**src/rtl/ps2_rx_fifo.sv**
```systemverilog
// PS/2 device-to-host receiver with clock filter, frame checker and FWFT byte FIFO.
// Define PS2_RX_PARITY_CHECK_EN to enable odd-parity checking and the o_parity_err output.
module ps2_rx_fifo #(
    parameter int FILTER_LEN     = 8,
    parameter int TIMEOUT_CYCLES = 20000,
    parameter int FIFO_ADDR_W    = 4
) (
    input  logic                 i_clk,
    input  logic                 i_reset_n,
    input  logic                 i_ps2d,
    input  logic                 i_ps2c,
    input  logic                 i_rx_en,
    input  logic                 i_rd,
    output logic [7:0]           o_data,
    output logic                 o_empty,
    output logic                 o_full,
    output logic [FIFO_ADDR_W:0] o_count,
    output logic                 o_rx_done_tick,
    output logic                 o_frame_err,
    output logic                 o_overflow
`ifdef PS2_RX_PARITY_CHECK_EN
    ,
    output logic                 o_parity_err
`endif
);

    localparam int TW    = $clog2(TIMEOUT_CYCLES);
    localparam int DEPTH = 2 ** FIFO_ADDR_W;
    localparam logic [TW-1:0] T_LAST = TW'(TIMEOUT_CYCLES - 1);
    localparam logic [FIFO_ADDR_W:0] CNT_FULL = (FIFO_ADDR_W + 1)'(DEPTH);

    typedef enum logic [1:0] {
        S_IDLE,
        S_RX,
        S_CHECK
    } state_t;

    logic [FILTER_LEN-1:0] filt_sr;
    logic                  filt_reg;
    logic                  filt_next;
    logic                  fall;
    logic [1:0]            d_sync;
    logic                  ps2d;

    state_t                state;
    state_t                state_nx;
    logic [3:0]            bitcnt;
    logic [3:0]            bitcnt_nx;
    logic [TW-1:0]         timer;
    logic [TW-1:0]         timer_nx;
    logic [7:0]            data_sr;
    logic                  stop_bit;
    logic                  shift_en;
    logic                  par_ok;
    logic                  push;
    logic                  pop;
    logic                  done_nx;
    logic                  ferr_nx;
    logic                  ovf_nx;
    logic                  perr_nx;

    logic [7:0]             mem [DEPTH];
    logic [FIFO_ADDR_W-1:0] wr_ptr;
    logic [FIFO_ADDR_W-1:0] rd_ptr;
    logic [FIFO_ADDR_W:0]   count;

    // Filtered clock only moves once the whole window agrees.
    always_comb begin
        filt_next = filt_reg;
        if (&filt_sr)
            filt_next = 1'b1;
        else if (~|filt_sr)
            filt_next = 1'b0;
    end

    assign fall = filt_reg & ~filt_next;
    assign ps2d = d_sync[1];

    always_ff @(posedge i_clk or negedge i_reset_n) begin
        if (!i_reset_n) begin
            filt_sr  <= '1;
            filt_reg <= 1'b1;
            d_sync   <= 2'b11;
        end else begin
            filt_sr  <= {filt_sr[FILTER_LEN-2:0], i_ps2c};
            filt_reg <= filt_next;
            d_sync   <= {d_sync[0], i_ps2d};
        end
    end

`ifdef PS2_RX_PARITY_CHECK_EN
    logic par_bit;

    assign par_ok = ^{data_sr, par_bit};

    always_ff @(posedge i_clk or negedge i_reset_n) begin
        if (!i_reset_n)
            par_bit <= 1'b0;
        else if (shift_en && bitcnt == 4'd8)
            par_bit <= ps2d;
    end

    always_ff @(posedge i_clk or negedge i_reset_n) begin
        if (!i_reset_n)
            o_parity_err <= 1'b0;
        else
            o_parity_err <= perr_nx;
    end
`else
    assign par_ok = 1'b1;
`endif

    assign pop      = i_rd & ~o_empty;
    assign shift_en = (state == S_RX) & fall;

    always_comb begin
        state_nx  = state;
        bitcnt_nx = bitcnt;
        timer_nx  = timer;
        push      = 1'b0;
        done_nx   = 1'b0;
        ferr_nx   = 1'b0;
        ovf_nx    = 1'b0;
        perr_nx   = 1'b0;
        unique case (state)
            S_IDLE: begin
                if (fall && i_rx_en && !ps2d) begin
                    state_nx  = S_RX;
                    bitcnt_nx = 4'd0;
                    timer_nx  = '0;
                end
            end
            S_RX: begin
                if (fall) begin
                    timer_nx  = '0;
                    bitcnt_nx = bitcnt + 4'd1;
                    if (bitcnt == 4'd9)
                        state_nx = S_CHECK;
                end else if (timer == T_LAST) begin
                    state_nx = S_IDLE;
                    timer_nx = '0;
                    ferr_nx  = 1'b1;
                end else begin
                    timer_nx = timer + TW'(1);
                end
            end
            S_CHECK: begin
                state_nx = S_IDLE;
                if (!stop_bit)
                    ferr_nx = 1'b1;
                else if (!par_ok)
                    perr_nx = 1'b1;
                else if (!o_full || pop) begin
                    push    = 1'b1;
                    done_nx = 1'b1;
                end else
                    ovf_nx = 1'b1;
            end
            default: state_nx = S_IDLE;
        endcase
    end

    // Data bits shift in LSB-first; parity and stop land in their own flops.
    always_ff @(posedge i_clk or negedge i_reset_n) begin
        if (!i_reset_n) begin
            state    <= S_IDLE;
            bitcnt   <= '0;
            timer    <= '0;
            data_sr  <= '0;
            stop_bit <= 1'b0;
        end else begin
            state  <= state_nx;
            bitcnt <= bitcnt_nx;
            timer  <= timer_nx;
            if (shift_en && !bitcnt[3])
                data_sr <= {ps2d, data_sr[7:1]};
            if (shift_en && bitcnt == 4'd9)
                stop_bit <= ps2d;
        end
    end

    always_ff @(posedge i_clk or negedge i_reset_n) begin
        if (!i_reset_n) begin
            o_rx_done_tick <= 1'b0;
            o_frame_err    <= 1'b0;
            o_overflow     <= 1'b0;
        end else begin
            o_rx_done_tick <= done_nx;
            o_frame_err    <= ferr_nx;
            o_overflow     <= ovf_nx;
        end
    end

    always_ff @(posedge i_clk) begin
        if (push)
            mem[wr_ptr] <= data_sr;
    end

    always_ff @(posedge i_clk or negedge i_reset_n) begin
        if (!i_reset_n) begin
            wr_ptr <= '0;
            rd_ptr <= '0;
            count  <= '0;
        end else begin
            if (push)
                wr_ptr <= wr_ptr + FIFO_ADDR_W'(1);
            if (pop)
                rd_ptr <= rd_ptr + FIFO_ADDR_W'(1);
            if (push && !pop)
                count <= count + (FIFO_ADDR_W + 1)'(1);
            else if (pop && !push)
                count <= count - (FIFO_ADDR_W + 1)'(1);
        end
    end

    assign o_data  = mem[rd_ptr];
    assign o_empty = (count == '0);
    assign o_full  = (count == CNT_FULL);
    assign o_count = count;

endmodule

```
**config.mk**
```make
export PLATFORM = sky130hd
export DESIGN_NAME = ps2_rx_fifo
export DESIGN_NICKNAME = d
export VERILOG_FILES = /design/src/rtl/ps2_rx_fifo.sv
export SDC_FILE = /design/constraint.sdc
export NUM_CORES = 1
export LEC_CHECK = 0
export ABC_AREA = 1
export BUFFER_PORTS_ARGS = -buffer_cell sky130_fd_sc_hd__buf_2
export CORE_UTILIZATION = 45
export DETAILED_ROUTE_END_ITERATION = 12
export SLEW_MARGIN = 20
export SYNTH_ARGS = -nofsm -noshare
export SYNTH_HDL_FRONTEND = slang
export SYNTH_SLANG_ARGS = --single-unit
```
**constraint.sdc**
```tcl
create_clock -name i_clk -period 2.2 [get_ports i_clk]
set_input_delay 0.11 -clock i_clk [delete_from_list [all_inputs] [get_ports i_clk]]
set_output_delay 0.11 -clock i_clk [all_outputs]
set_load 0.01 [all_outputs]
```
==> metrics, run 1 <==
Worst Hold Depth=7; combinational power share=32.4%; H-tree depth=4; Finish-stage setup viols=1; clock slew at reported path FFs=70 ps; DRT Wirelength=~18000 µm; CTS Buf Count=17; largest area contributor in the netlist=edfxtp_1; Seq/Total Area, Yosys=roughly 64%; design area=approximately 0.0095 mm²; Critical Setup Path Class=reg -> reg; chip width=137 µm; min cycle time layout=2210 ps; Reg with most FFs=mem; synthesized area=0.00823 mm²; setup slack after layout=-10.7 ps; Core Area=0.0180 mm²; vias in the first global route=5552; post-synthesis register bit count=185; hold path startpoint=i_rx_en; initial antenna violation count=0; PortBufs=23; post-synthesis mux area share=0%; Mapped Nets=800; gpl congestion=0.839; Psw=3.63 mW; post-route clock skew=just over 8 ps; row count=49; M3 GR Usage=3.24%; hpwl dp=around 11000 µm; share of post-route cells with drive strength above 1=approximately 16%; xor/xnor cell area share of the yosys netlist=1.49%; Min-Delay Path Class=in -> reg; DR vias=5647; sw frac=35.3%; Worst VDD drop=718 µV; Num Clock Sinks=185; average wire per standard cell=16.9 µm; Worst Hold End=bitcnt[1]$_DFFE_PN0P_; Synth Instances=778; Worst Setup End Kind=flop; ranking of synthesized cells by area=edfxtp_1 (47%), dfrtp_1 (14%), nor2_1 (7.2%), nand2_1 (5.9%), o21ai_0 (5.1%); relative slew slack=50.7%; Clk network pwr share=28.7%; largest net degree at the start of global routing=67; Top Usage Layer GRT=met2; crit-path max FO=4; Syn Area/Cell=10.6 µm²; Internal=between 6 and 7 mW; largest registers=mem: 128 flops, timer: 15 flops; Max Cap Violations=0; clock tree from TritonCTS=yes; GR Overflow Total=0; path depth of the worst reg2reg path=14; DRC Markers=0; met2 usage=36.7%; Synth Warn #=0; Worst EP required=2560 ps; max FFs per register=between 100 and 150; complex-gate fraction of the synthesized area=9.83%; Yosys cell types=39; first-pass GRT wire length=28600 µm; Die ar.=0.0188 mm²; fmax=452 MHz; IO Pins=24; Diodes inserted=0; Synth Area in Adders=2.52%; Worst Path Arrival=around 2600 ps; Hold Fails Final Rpt=0; Hold WS=roughly 180 ps; R2R Path End=o_count[4]$_DFFE_PN0P_; Longest Clk Path Bufs=2; failing checks=negative setup slack; worst r2r src=o_count[1]$_DFFE_PN0P_; synthesis-to-layout area growth=15.3%; fin crit share=100%; final slew viol count=0; vias per cell=roughly 5.3; Simple-Gate Fraction of Synth Area=between 10% and 20%; status=finished with violations; Placed Area=0.00873 mm²; Worst-Margin Slew=approximately 740 ps; power per cell area=1080 mW/mm²; DRT iter0 DRCs=363; Initial DRT Pass Iterations=5; Final #Nets=approximately 850; Leak Pwr=3.59 nW; Synth top area share=46.7%; Reg power frac=about two fifths; Die H=137 µm; Post-DRT Antenna Nets=0; largest family of logic cells by synthesized area=simple AND/OR/NAND/NOR gates; Total GRT Usage=20.4%; Reg2Reg Setup Slack=-10 ps; CTS root buf=clkbuf_16; CP startpoint kind=flop; Setup WS pre-CTS=-27.9 ps; most frequent cells in the layout=nor2_1 (154), edfxtp_1 (128), nand2_1 (126); M1 GR Usage=24.8%; most common cell after layout, fill and taps aside=nor2_1; worst skew pair latency=430 ps; Starting Density=45.8%; RSZ-0062 raised after global routing=yes
final cells by class:
class | count | area (µm²)
flip-flops and latches | 185 | 5290
inverters | 49 | 189
repair buffers | 61 | 502
multi-input cells | 513 | 2660
clock buffers | 18 | 429
fillers | 1557 | 8470
well taps | 229 | 287
clock inverters | 14 | 141
timing repair:
action                                  CTS  global route
gates cloned                              0             2
pin swaps                                 2            14
gates resized for setup                   4            28
endpoints found under the setup margin    6             8
hold buffers                              4             0
buffers inserted                          1             3
endpoints found under the hold margin    49             0
critical path: stages, from the launching register on:
cell and delay, ps:
dfrtp_1 400, nor2_2 130, nand3_2 130, nor2_2 160, inv_1 70, nand2_2 100
ha_4 160, inv_4 50, fa_2 360, nand2_2 100, nand2_2 60, a21oi_2 140
xor2_1 160, nand2_1 70, o21ai_1 70
Yosys cell counts:
cell / n
clkinv_1: 2
nand2_4: 1
clkbuf_1: 13
a21oi_4: 3
dfrtp_1: 46
xor2_1: 12
o21ai_2: 3
o22ai_1: 1
inv_1: 45
dfstp_2: 11
fa_1: 1
nand3_1: 42
o211ai_1: 32
nor2_4: 2
nand4_4: 1
nor2_2: 1
nand2_2: 1
edfxtp_1: 128
o21ai_0: 84
nand2_1: 130
a21boi_0: 1
buf_4: 4
xnor2_1: 2
nand3_2: 1
nand3b_1: 2
ha_1: 15
a21oi_1: 3
a21oi_2: 4
buf_2: 8
and2_1: 2
buf_1: 2
nor2_1: 157
nor4_1: 1
o21ai_1: 2
or2_2: 1
buf_6: 4
nor3_1: 1
nand4_1: 7
inv_2: 2
kinds of logic (layout without fill, tap and decap cells):
family | after synthesis | after routing
simple gates | 350 | 350
flops | 185 | 185
compound gates | 133 | 133
buf+inv | 80 | 142
fa+ha+maj | 16 | 16
xor+xnor | 14 | 14
how the worst max path moves through the flow:
stage,startpoint,to,cells past startpoint
finish,o_count[1]$_DFFE_PN0P_,o_count[4]$_DFFE_PN0P_,14
global route,o_count[2]$_DFFE_PN0P_,o_count[4]$_DFFE_PN0P_,14
CTS,rd_ptr[0]$_DFFE_PN0P_,o_data[5],7
detailed placement,o_count[2]$_DFFE_PN0P_,o_count[3]$_DFFE_PN0P_,15
global placement,state[0]$_DFFE_PN0P_,o_count[4]$_DFFE_PN0P_,13
floorplan,o_count[0]$_DFFE_PN0P_,o_count[3]$_DFFE_PN0P_,14
metrics by stage:
step                instances  setup TNS (ps)  utilization (%)  power [mW]
global route             1069            -351             52.9        10.8
floorplan                 778               0                -        6.09
global placement         1027               0             48.6        6.98
finish                   1069           -10.7             52.9        10.3
CTS                      1064               0             52.1        10.0
detailed placement       1027           -52.1             48.6        7.07
power groups by stage:
stage	sequential, mW	combinational (mW)	clock, mW
2_1_floorplan	4.04	2.06	0
3_3_place_gp	4.04	2.93	0
3_5_place_dp	4.06	3.01	0
4_1_cts	3.98	3.06	2.99
5_1_grt	4.01	3.69	3.13
6_report	3.99	3.33	2.94
metal layers:
metal,vias up,routed length [µm]
met4,0,233
met5,-,0
li1,2755,-
met1,2772,7470
met3,16,762
met2,104,9550
No activity file was read; power rests on OpenSTA's default activity.
==> run 2, diff against run 1 <==
Settings changed: ABC_AREA 1 to 0, BUFFER_PORTS_ARGS -buffer_cell sky130_fd_sc_hd__buf_2 to unset, DONT_BUFFER_PORTS set to 1.
==> run 2 against run 1 <==
Effect of this change: the flow still finishes with violations (negative setup slack); worst setup slack lost 240 ps; flip-flop and latch count is the same; critical path depth shrank 2; combinational power shrank 46%; global-route usage shrank 0.93 points; die area shrank 5.2%; highest routed layer unchanged.
==> metrics, run 2 <==
status=finished with violations; failing checks=negative setup slack; M3 GR Usage=approximately 4.6%; final slew viol count=0; first-pass GRT wire length=approximately 25000 µm; Diodes inserted=0; Worst Path Arrival=around 2800 ps; min cycle time layout=approximately 2500 ps; fin crit share=111%; ranking of synthesized cells by area=edfxtp_1 (49%), dfrtp_1 (15%), mux4_2 (12%), dfstp_2 (3.7%), ha_1 (2.4%); fmax=408 MHz; Min-Delay Path Class=in -> reg; Mapped Nets=between 400 and 500; Critical Path Start=o_count[1]$_DFFE_PN0P_; CTS root buf=clkbuf_16; RSZ-0062 raised after global routing=yes; Syn Area/Cell=between 15 and 20 µm²; Hold Fails Final Rpt=0; GR Overflow Total=0; IO Pins=24; Filler Cell Count=about 1300; Worst EP required=2500 ps; path depth of the worst reg2reg path=12; Worst Setup End Kind=flop; Finish-stage setup viols=10; hpwl dp=9980 µm; Synth Instances=466; largest registers=mem: 128 flops, timer: 15 flops; vias in the first global route=4453; R2R Path End=o_count[4]$_DFFE_PN0P_; Final #Nets=546; synthesis-to-layout area growth=19.9%; setup slack after layout=-250 ps; chip width=134 µm; clock tree from TritonCTS=yes; gpl congestion=0.760; Reg with most FFs=mem; Total GRT Usage=19.4%; Synth Warn #=0; Num Clock Sinks=185; Core Area=0.0168 mm²; crit-path max FO=4; initial antenna violation count=0; synthesized area=0.00779 mm²; Worst VDD drop=between 500 and 600 µV; vias per cell=5.66; Layout Cells excl Fill=756; clock slew at reported path FFs=60 ps; met2 usage=31.9%; H-tree depth=4; Die ar.=between 0.015 and 0.02 mm²; Max Cap Violations=0; CP startpoint kind=flop; average wire per standard cell=21.1 µm; Reg2Reg Setup Slack=-250 ps; Die H=134 µm; share of post-route cells with drive strength above 1=32.8%; post-route clock skew=between 10 and 15 ps; Starting Density=between 40% and 50%; Worst-Margin Slew=660 ps; max FFs per register=between 100 and 150; DRT iter0 DRCs=259; Leak Pwr=roughly 3.3 nW; Longest Clk Path Bufs=2; DRT Wirelength=16000 µm; Seq/Total Area, Yosys=67.8%; PortBufs=0; most frequent cells in the layout=edfxtp_1 (128), dfrtp_1 (43), mux4_2 (40); Setup crit end=o_count[4]$_DFFE_PN0P_; CTS Buf Count=17; largest area contributor in the netlist=edfxtp_1; setup TNS=-906 ps; relative slew slack=56.0%; Critical Setup Path Class=reg -> reg; M1 GR Usage=25.9%; worst skew pair latency=420 ps; Placed Area=about 0.0084 mm²; Cells after DPL=708; Top Usage Layer GRT=met2; DR vias=between 4000 and 5000; largest net degree at the start of global routing=58; count leader, synth=edfxtp_1; Final Core Density=55.8%; Post-synth top cells=edfxtp_1 (128), dfrtp_1 (46), mux4_2 (40); top_reg_cell synth=edfxtp_1; Post-DRT Antenna Nets=0; power per cell area=955 mW/mm²; Synth top area share=49.3%; post-synthesis register bit count=between 150 and 200; Async SR Flop Fraction=between 30% and 40%; Initial DRT Pass Iterations=5; Yosys cell types=a little over 60; number of flops mapped to enable cells by yosys=128; DRC Markers=0; row count=47; worst r2r src=o_count[1]$_DFFE_PN0P_; most common cell after layout, fill and taps aside=edfxtp_1; design area=0.00935 mm²
-- run 2: cell count changes after synthesis, moves of 8 or more --
cell | before | now
and2_1 | 2 | 10
inv_1 | 45 | 15
mux2_1 | 0 | 9
mux4_2 | 0 | 40
nand2_1 | 130 | 32
nand3_1 | 42 | 17
nor2_1 | 157 | 13
o211ai_1 | 32 | 0
o21ai_0 | 84 | 6
o21ai_1 | 2 | 12
or3_1 | 0 | 9
xor2_1 | 12 | 2
-- run 2: power by group --
| part | switching [mW] | leakage (nW) | internal (mW) |
|---|---|---|---|
| logic | 0.789 | 1.18 | 0.996 |
| registers | 0.191 | 1.78 | 3.80 |
| clock network | 1.33 | 0.303 | 1.82 |
-- run 2: logic make-up (layout without fill, tap and decap cells) --
logic type,Yosys count,in the layout,synth area share [%]
compound gates,50,50,4.78
xor+xnor,11,11,1.24
buf+inv,33,103,1.78
fa+ha+maj,16,16,2.66
simple gates,119,119,8.48
mux,52,52,13.3
flops,185,185,67.8
-- run 2: cell type report --
cell class                      instances  area (µm²)  area share, %
Clock buffer                           17         425           4.55
Clock inverter                         14         184           1.97
Inverter                               18        70.1          0.750
Multi-Input combinational cell        248        2500           26.7
Sequential cell                       185        5290           56.6
Tap cell                              220         275           2.94
Timing Repair Buffer                   54         606           6.48
-- run 2: worst min path at each step --
| stage | cells after the start | startpoint | endpoint | slack, ps |
|---|---|---|---|---|
| 2_1_floorplan | 0 | i_reset_n | bitcnt[0]$_DFFE_PN0P_ | -190 |
| 5_1_grt | 3 | i_rd | o_rx_done_tick$_DFF_PN0_ | 90 |
| 4_1_cts | 5 | i_rd | rd_ptr[1]$_DFFE_PN0P_ | 40 |
| 3_5_place_dp | 0 | i_reset_n | timer[0]$_DFFE_PN0P_ | -180 |
| 3_3_place_gp | 0 | i_reset_n | timer[0]$_DFFE_PN0P_ | -180 |
| 6_report | 3 | i_rd | o_rx_done_tick$_DFF_PN0_ | 100 |
-- run 2: critical path: stages (launching register included) --
cell and delay, ps:
dfrtp_2 410, or4_4 530, nor2_4 140, nor2_4 40
inv_2 70, ha_4 140, inv_4 40, fa_2 330
a21o_1 170, a21oi_2 140, xnor2_1 130, nor2_1 70
xor2_1 130
-- run 2: what timing repair did --
item                                   4_1_cts  5_1_grt
hold buffers                                 5        0
resized for setup                           13        8
pin swaps                                    4        2
setup endpoints to repair                   73       49
buffers inserted                             8        3
gates cloned                                 3        1
endpoints found under the hold margin       60        0
-- run 2: per-stage QoR --
stage,total power [mW],hold WS [ps],worst slack (ps)
6_report,8.92,99.4,-250
3_3_place_gp,5.37,-184,-255
4_1_cts,9.03,38.7,-240
2_1_floorplan,4.90,-186,-368
5_1_grt,9.27,90.0,-330
3_5_place_dp,5.42,-183,-319
-- run 2: per-layer routing --
| layer | up-vias | routed length [µm] |
|---|---|---|
| met5 | - | 0 |
| met4 | 0 | 123 |
| met3 | 10 | 830 |
| met2 | 103 | 8200 |
| met1 | 2236 | 6810 |
| li1 | 1932 | - |
